### src/rtl/breakbeam_emulator.sv
// breakbeam_emulator
//   Emulates a debounced break-beam sensor on a rotating shaft. A revolution
//   lasts cur_period clocks. The beam is high for the first pw clocks of each
//   revolution. An exact angle index is produced alongside it. Period changes
//   are slew-limited to cfg_step per revolution.
//
// Ports
//   clk, reset       clock; synchronous active-high reset
//   enable           run request (drop to finish the current revolution and idle)
//   cfg_valid/ready  config handshake; ready is 1 except while reset is high
//   cfg_period       target clocks per revolution (clamped to >= 2^THETA_BITS)
//   cfg_pulse_width  beam-high clocks per revolution (0 = beam never rises)
//   cfg_step         max period change per revolution (0 = jump immediately)
//   beam_out         emulated beam signal
//   rev_strobe       one-cycle pulse on the first cycle of each revolution
//   true_theta       floor(count * 2^THETA_BITS / cur_period)
//   cur_period       period of the revolution in progress
//   running          high whenever the emulator is not idle
module breakbeam_emulator #(
  parameter int PERIOD_BITS = 28,
  parameter int PULSE_BITS  = 16,
  parameter int THETA_BITS  = 6
) (
  input  logic                   clk,
  input  logic                   reset,
  input  logic                   enable,
  input  logic                   cfg_valid,
  output logic                   cfg_ready,
  input  logic [PERIOD_BITS-1:0] cfg_period,
  input  logic [PULSE_BITS-1:0]  cfg_pulse_width,
  input  logic [PERIOD_BITS-1:0] cfg_step,
  output logic                   beam_out,
  output logic                   rev_strobe,
  output logic [THETA_BITS-1:0]  true_theta,
  output logic [PERIOD_BITS-1:0] cur_period,
  output logic                   running
);

  localparam logic [1:0] ST_IDLE = 2'd0;
  localparam logic [1:0] ST_RUN  = 2'd1;
  localparam logic [1:0] ST_STOP = 2'd2;

  localparam int CMP_BITS = (PERIOD_BITS > PULSE_BITS) ? PERIOD_BITS : PULSE_BITS;

  // Shortest legal period: one clock per angle step.
  localparam logic [PERIOD_BITS-1:0] MIN_PERIOD = PERIOD_BITS'(1) << THETA_BITS;

  logic [1:0]             state;
  logic [PERIOD_BITS-1:0] count;
  logic [PERIOD_BITS-1:0] acc;
  logic [PERIOD_BITS-1:0] tgt_period;
  logic [PULSE_BITS-1:0]  tgt_pw;
  logic [PERIOD_BITS-1:0] tgt_step;

  logic [1:0]             state_n;
  logic [PERIOD_BITS-1:0] count_n;
  logic [PERIOD_BITS-1:0] acc_n;
  logic [THETA_BITS-1:0]  theta_n;
  logic [PERIOD_BITS-1:0] period_n;
  logic                   run_n;
  logic                   strobe_n;
  logic                   beam_n;

  logic                   cfg_fire;
  logic [PERIOD_BITS-1:0] cfg_period_clamped;
  logic                   wrap;
  logic [PERIOD_BITS-1:0] ramp_period;
  logic [PERIOD_BITS-1:0] ramp_diff;
  logic [PERIOD_BITS:0]   ramp_sum;
  logic [PERIOD_BITS:0]   acc_sum;
  logic [CMP_BITS-1:0]    pw_limit;
  logic [CMP_BITS-1:0]    pw_eff;

  assign cfg_fire           = cfg_valid && cfg_ready;
  assign cfg_period_clamped = (cfg_period < MIN_PERIOD) ? MIN_PERIOD : cfg_period;
  assign wrap               = (count == cur_period - 1'b1);

  // Slew-limited period for the next revolution. Uses the stored target only,
  // so a config accepted on the wrap cycle waits for the following wrap.
  always_comb begin
    ramp_diff   = (tgt_period >= cur_period) ? (tgt_period - cur_period)
                                             : (cur_period - tgt_period);
    ramp_sum    = {1'b0, cur_period} + {1'b0, tgt_step};
    ramp_period = tgt_period;
    if (tgt_step != '0 && ramp_diff > tgt_step) begin
      if (tgt_period > cur_period) begin
        ramp_period = ramp_sum[PERIOD_BITS] ? '1 : ramp_sum[PERIOD_BITS-1:0];
      end else begin
        ramp_period = (tgt_step >= cur_period) ? MIN_PERIOD : (cur_period - tgt_step);
      end
    end
  end

  // Next-cycle state; all outputs are registered from these values so that
  // beam/strobe/theta line up with the count they describe.
  always_comb begin
    state_n  = state;
    count_n  = count;
    acc_n    = acc;
    theta_n  = true_theta;
    period_n = cur_period;
    acc_sum  = {1'b0, acc} + {1'b0, MIN_PERIOD};

    case (state)
      ST_IDLE: begin
        count_n  = '0;
        acc_n    = '0;
        theta_n  = '0;
        period_n = tgt_period;
        if (enable) begin
          state_n = ST_RUN;
        end
      end
      default: begin
        if (wrap) begin
          count_n = '0;
          acc_n   = '0;
          theta_n = '0;
          if (enable) begin
            state_n  = ST_RUN;
            period_n = ramp_period;
          end else begin
            state_n  = ST_IDLE;
            period_n = tgt_period;
          end
        end else begin
          count_n = count + 1'b1;
          // Fractional angle accumulator: period >= 2^THETA_BITS guarantees
          // at most one subtraction per clock.
          if (acc_sum >= {1'b0, cur_period}) begin
            acc_n   = PERIOD_BITS'(acc_sum - {1'b0, cur_period});
            theta_n = true_theta + 1'b1;
          end else begin
            acc_n = acc_sum[PERIOD_BITS-1:0];
          end
          state_n = enable ? ST_RUN : ST_STOP;
        end
      end
    endcase

    run_n    = (state_n != ST_IDLE);
    strobe_n = run_n && (count_n == '0);
    pw_limit = CMP_BITS'(period_n - 1'b1);
    pw_eff   = (CMP_BITS'(tgt_pw) > pw_limit) ? pw_limit : CMP_BITS'(tgt_pw);
    beam_n   = run_n && (CMP_BITS'(count_n) < pw_eff);
  end

  always_ff @(posedge clk) begin
    if (reset) begin
      state      <= ST_IDLE;
      count      <= '0;
      acc        <= '0;
      true_theta <= '0;
      beam_out   <= 1'b0;
      rev_strobe <= 1'b0;
      running    <= 1'b0;
      cfg_ready  <= 1'b0;
      tgt_period <= MIN_PERIOD;
      tgt_pw     <= '0;
      tgt_step   <= '0;
      cur_period <= MIN_PERIOD;
    end else begin
      cfg_ready <= 1'b1;
      if (cfg_fire) begin
        tgt_period <= cfg_period_clamped;
        tgt_pw     <= cfg_pulse_width;
        tgt_step   <= cfg_step;
      end
      state      <= state_n;
      count      <= count_n;
      acc        <= acc_n;
      true_theta <= theta_n;
      cur_period <= period_n;
      beam_out   <= beam_n;
      rev_strobe <= strobe_n;
      running    <= run_n;
    end
  end

endmodule
### config.mk
export PLATFORM = sky130hd
export DESIGN_NAME = breakbeam_emulator
export DESIGN_NICKNAME = d
export VERILOG_FILES = /design/src/rtl/breakbeam_emulator.sv
export SDC_FILE = /design/constraint.sdc
export NUM_CORES = 1
export LEC_CHECK = 0
export ABC_AREA = 0
export ABC_CLOCK_PERIOD_IN_PS = 37800
export CAP_MARGIN = 10
export CORE_MARGIN = 10
export CORE_UTILIZATION = 35
export CTS_CLUSTER_SIZE = 24
export DETAILED_ROUTE_END_ITERATION = 6
export HOLD_SLACK_MARGIN = 0.06
export RECOVER_POWER = 100
export SLEW_MARGIN = 20
export SYNTH_ARGS = -nofsm -noshare
export SYNTH_HDL_FRONTEND = slang
export SYNTH_SLANG_ARGS = --single-unit
export TNS_END_PERCENT = 50
### constraint.sdc
create_clock -name clk -period 37.8 [get_ports clk]
set_input_delay 7.56 -clock clk [delete_from_list [all_inputs] [get_ports clk]]
set_output_delay 7.56 -clock clk [all_outputs]
set_load 0.02 [all_outputs]
Word level (Yosys, flattened, before mapping). Cells that the tools add are included.

Register bits: 168. Bits of input ports: 76. Output and inout bits: 38. Logic and storage cells: 59.

Add/sub/neg operators: 10. $lt $le $gt $ge: 8. Equal/unequal tests: 1. Muxes and demuxes: 19. Reductions and logical operators: 9.

Operators with widths (number): two-way mux 28 bit (13); subtractor 28 bit (4); greater-or-equal comparator 28 bit (2); > comparator 28 bit (2); subtractor 28 x 1 -> 28 bit, second input constant (2); adder 28 x 28 -> 29 bit (1); adder 28 x 7 -> 29 bit, second input constant (1); greater-or-equal comparator 29 x 28 -> 1 bit (1); adder 28 x 1 -> 28 bit, second input constant (1); == test 28 bit (1); > comparator 16 x 28 -> 1 bit (1); logical NOT 28 bit (1); less-than comparator 28 bit (1); less-than comparator 28 x 7 -> 1 bit, second input constant (1); nonzero test 28 bit (1); two-way mux 2 bit (4); adder 6 x 1 -> 6 bit, second input constant (1); logical AND 1 bit (4); OR reduction 3 bit (1); logical NOT 2 bit (1); two-way mux 1 bit (2); nonzero test 2 bit (1).

Depth between registers and ports, before layout.
Word-level depth: 13. Mapped depth: 63. Gate-level depth less buffers: 59.

Least setup slack after synthesis. No wires, ideal clock.

Path kind: in2reg. From: in enable. To: reg beam_out. Library setup time: 63 ps. Arrival: 13939 ps. Data required time: 37737 ps. Path slack: 23798 ps. Stages: 35. Path buffers: 1. Path through: o21ai_0 -> a31oi_1 -> o21ai_0 -> a31oi_1 -> o22ai_1 -> a21oi_4 -> ha_1 -> nand3_1 -> or3_1 -> xor2_1 -> ha_1 -> nand2_1 -> o21ai_0 -> a21oi_1 -> o21ai_0 -> and4_1 -> nand3_1 -> nor4_4 -> buf_6 -> mux2_4 -> ha_1 -> a21oi_1 -> nor2b_1 -> o21ai_0 -> nand2b_1 -> a21oi_1 -> nor2b_1 -> o21ai_0 -> nand2b_1 -> a21oi_1 -> o31ai_1 -> a2111oi_0 -> nand3_1 -> or3_1 -> nand3_1.

Cells in the longest elaborated chain, start to end: 8. Elaborated cells between the ends (all ways): 14. Those cells by class: add/sub: 1; order compare: 2; mux: 9; reduce/logical: 2.

RTL lines: from (decl) (RTL line 26) `input logic enable,`; two-way mux 28 bit (RTL line 119) `if (enable) begin`; two-way mux 28 bit (RTL line 115) `if (wrap) begin`; two-way mux 28 bit (RTL line 104) `case (state)`; subtractor 28 x 1 -> 28 bit (RTL line 143) `pw_limit = CMP_BITS'(period_n - 1'b1);`; > comparator 16 x 28 -> 1 bit (RTL line 144) `pw_eff = (CMP_BITS'(tgt_pw) > pw_limit) ? pw_limit : CMP_BITS'(tgt_pw);`; two-way mux 28 bit (RTL line 144); less-than comparator 28 bit (RTL line 145) `beam_n = run_n && (CMP_BITS'(count_n) < pw_eff);`; logical AND 1 bit (*) (RTL line 145); to (signal assigned) (RTL line 174) `beam_out <= beam_n;`; to (decl) (RTL line 32) `output logic beam_out,`.

Every way passes the cells marked *; elsewhere a longest branch is shown, timed or not. A chain may end at the register's enable or synchronous reset.

Final worst setup path.
From: reg cur_period[11]. To: reg beam_out.

Cells in the longest elaborated chain, start to end: 13. Elaborated cells between the ends (all ways): 29. Those cells by class: add/sub: 6; order compare: 6; eq/ne: 1; mux: 13; reduce/logical: 3.

RTL lines: from (decl) (RTL line 35) `output logic [PERIOD_BITS-1:0] cur_period,`; from (signal assigned) (RTL line 173) `cur_period <= period_n;`; subtractor 28 bit, or another cell as far along (RTL line 82) `: (cur_period - tgt_period);`; two-way mux 28 bit (RTL line 81) `ramp_diff = (tgt_period >= cur_period) ? (tgt_period - cur_period)`; > comparator 28 bit (RTL line 85) `if (tgt_step != '0 && ramp_diff > tgt_step) begin`; logical AND 1 bit (RTL line 85); two-way mux 28 bit (RTL line 85); two-way mux 28 bit (RTL line 119); two-way mux 28 bit (RTL line 115); two-way mux 28 bit (RTL line 104); subtractor 28 x 1 -> 28 bit (RTL line 143); > comparator 16 x 28 -> 1 bit (RTL line 144); two-way mux 28 bit (RTL line 144); less-than comparator 28 bit (RTL line 145); logical AND 1 bit (*) (RTL line 145).

Marks and branches as above.

==> impl_metrics.yaml <==
sta:
  hold_viol: 0
  setup-tns-final_ps: 0
  post-route-period-util_pct: 44.00
  tightest_slew_ps: 3943
  setup_viol: 0
  finalClockSkew_ps: 15.77
  max_clock_freq_ghz: 0.06013
  min_period_ps: 16630
  rsz0062_at_grt: "false"
  drv_slew: 221
  slew_headroom_pct: -162.9
worst_setup_path:
  timing.rr.end: "beam_out"
  path_max_fanout: 44
  end_kind: "flip-flop"
  cpMaxStageDelayCell: "clkbuf_1"
  r2r-start: "cur_period[11]"
  slowest_delay_ps: 1670
  critPathLaunchType: "flip-flop"
  r2r_cells: 56
  crit_type: "flip-flop to flip-flop"
  worstPathArrival_ps: 17070
  regToRegSetupSlack_ps: 21170
  required_ps: 38240
grt:
  grt_overflow: 0
  grt_pass1_vias: 17140
  grt_max_degree: 83
  grt_usage_pct: 22.24
  grt_pass1_wl_microns: 103000
  antenna_found_initial: 1
clock_tree:
  postCtsHoldBufs: 0
  cts_tree: "yes"
  cts-htree-levels: 4
  clk_latency_ps: 500
  post_cts_buffers: 0
  clk_pin_slew_worst_paths_ps: 80
  clockBufferDepth: 2
  ctsRootBufferMaster: "clkbuf_16"
  post_cts_resized: 0
  cts_buffers: 17
  cts_num_sinks: 168
drt:
  drcViolationCount: 0
  wl_microns: 68310
  vias: 18020
  antenna_left: 0
  wl_per_cell_microns: 21.86
  dr.pass1.iters: 6
  drt_iter0_drc: 1472
  avgViaCountPerCell: 5.767
synth:
  synthArstFlopShare_pct: 0
  syn_avg_cell_area_sq_um: 7.450
  syn_inst: 2359
  ys_warn_count: 0
  synth_seq_area_share_pct: 19.14
  synth_edf_count: 0
  synthFlopType: "dfxtp_1"
  synth_cell_types: 101
  synth_area_sq_mm: 0.01757
  ys_ff_latch: 168
final_layout:
  multi_input_area_sq_mm: 0.01322
  n_antenna_cell: 0
  design_area_sq_mm: 0.02000
  fillCellCount: 5226
  nets: 2735
  drive_above_1_share_pct: 5.832
  syn2layout_area_growth_pct: 13.83
  seq_area_sq_mm: 0.003363
power_and_ir_drop:
  p_switching_mw: 0.5275
  clkPwrFrac_pct: 17.2
  power_density_mw_per_mm2: 53.40
  ir_worst_vdd_uv: 66.99
  p_seq_share_pct: 20.2
  combinationalPowerShare_pct: 62.6
  intPower_mw: 0.5408
  leakagePower_nw: 8.205
  sw_frac_of_total_pct: 49.38
job:
  drv_cap: 4
placed_design:
  numPortBuffers: 113
  place_area_sq_mm: 0.01944
  dp_hpwl_microns: 54370
  gp_congestion: 0.9680
hold_path:
  hp-start: "acc[3]"
  hp-class: "flip-flop to flip-flop"
  holdPathStages: 2
  holdPathEnd: "acc[3]"
run_status:
  violations: "capacitance limit, slew limit"
  status: "finished, violations left"
die:
  fp.dieH_microns: 244.1
  die_width_microns: 244.1
  rows: 82
  die_area_sq_mm: 0.05958
  num_io_pins: 114
  start_util_pct: 35.25
  core-area_sq_mm: 0.04986
-- logic make-up (layout without fill, tap and decap cells) --
logic type,Yosys count,in the layout,share of synthesized area [%]
fa+ha+maj,220,220,15.88
compound gates,635,635,23.68
simple gates,881,881,25.07
other cells,1,12,0.02134
flops,168,168,19.14
mux,38,38,2.499
xor+xnor,156,156,7.774
buf+inv,260,342,5.938
-- worst max-delay path by stage --
| stage | from | to | slack (ps) | depth (start not counted) |
|---|---|---|---|---|
| detailed placement | enable | beam_out | 22030 | 35 |
| global route | cur_period[11] | beam_out | 20040 | 57 |
| CTS | enable | beam_out | 22520 | 35 |
| floorplan | enable | beam_out | 23800 | 35 |
| finish | cur_period[11] | beam_out | 21170 | 56 |
| global placement | enable | beam_out | 22270 | 35 |
-- cell type report --
cell class | instances | share of cell area [%]
Multi-Input combinational cell | 1942 | 66.11
Sequential cell | 168 | 16.81
Timing Repair Buffer | 151 | 6.974
Tap cell | 672 | 4.203
Inverter | 159 | 2.983
Clock buffer | 18 | 2.145
Clock inverter | 14 | 0.7756
-- cell usage in the layout, fill, tap and decap left out, types with 15 or more instances in the layout --
master / synthesis / routed
nand2_1: 305 / 304
a21oi_1: 237 / 236
ha_1: 215 / 215
nor2_1: 203 / 202
dfxtp_1: 168 / 168
inv_1: 159 / 159
xnor2_1: 101 / 101
o21ai_0: 75 / 75
clkdlybuf4s50_1: 0 / 73
nand3_1: 62 / 62
nand4_1: 58 / 58
xor2_1: 55 / 55
a21o_1: 54 / 53
nor3_1: 40 / 40
dlygate4sd3_1: 0 / 39
buf_4: 5 / 34
nor4_1: 33 / 33
a211oi_1: 28 / 28
nor2b_1: 24 / 24
o21bai_1: 23 / 23
or3_1: 21 / 21
and3_1: 20 / 20
mux2i_1: 18 / 18
o21a_1: 17 / 17
o31ai_1: 17 / 17
clkbuf_16: 0 / 17
and2_1: 21 / 16
a31oi_1: 16 / 16
o22ai_1: 16 / 16
nand2b_1: 18 / 16
and4_1: 15 / 15
-- power by group through the flow --
stage	combinational (mW)	sequential, mW	clock (mW)
after floorplan	0.482	0.218	0
after global placement	0.648	0.218	0
after detailed placement	0.655	0.219	0
after CTS	0.659	0.215	0.188
after global routing	0.734	0.218	0.195
final	0.669	0.215	0.184
-- synth_stat cells (all sizes together), types with 22 or more instances --
master	number	area share, %
o21bai	23	0.98
nor3	48	1.7
a211oi	30	1.3
xor2	55	2.7
nand3	63	1.8
ha	215	15
a21o	54	2.3
clkbuf	64	1.4
nor2b	24	0.85
nand2	307	6.6
buf	37	1.2
nand4	60	2.3
or3	22	0.81
inv	159	3.4
o21ai	82	2.4
nor2	204	4.4
a21oi	241	7.0
nor4	37	1.6
dfxtp	168	19
xnor2	101	5.0
-- critical path: cells and delay by family, from the launching register on --
family                   cells  cell delay (ps)
adder cells (fa/ha/maj)      5             1760
multiplexers                 1              370
AND/OR/NAND/NOR             22             5080
flip-flops                   1              750
buffers and inverters        4             3180
AO/OA/AOI/OAI               22             5060
XOR/XNOR                     2              350
-- routing by layer --
metal	track usage (%)	part of all wire (%)	vias to the layer above
li1	-	-	8618
met4	10.36	4.2	0
met5	0	0	-
met3	4.644	6.9	138
met1	27.98	43	8623
met2	35.83	46	637
-- flip-flops by register name (all words and copies together) (netlist names), 2 cells and up --
| name | cells |
|---|---|
| acc | 28 |
| count | 28 |
| cur_period | 28 |
| tgt_period | 28 |
| tgt_step | 28 |
| tgt_pw | 16 |
| true_theta | 6 |
| state | 2 |
-- per-stage QoR --
stage                     worst slack (ps)  hold slack, ps  utilization (%)  power, mW  std cells
after floorplan                      23800           435.6                -     0.6994       2370
after global placement               22270           442.6            38.99     0.8662       3092
after detailed placement             22030           453.1            38.99     0.8736       3092
after CTS                            22520           461.7            40.16      1.062       3124
after global routing                 20040           496.0            40.12      1.147       3124
final                                21170           458.6            40.12      1.068       3124
Note: power is estimated with default switching activity, not from simulation.
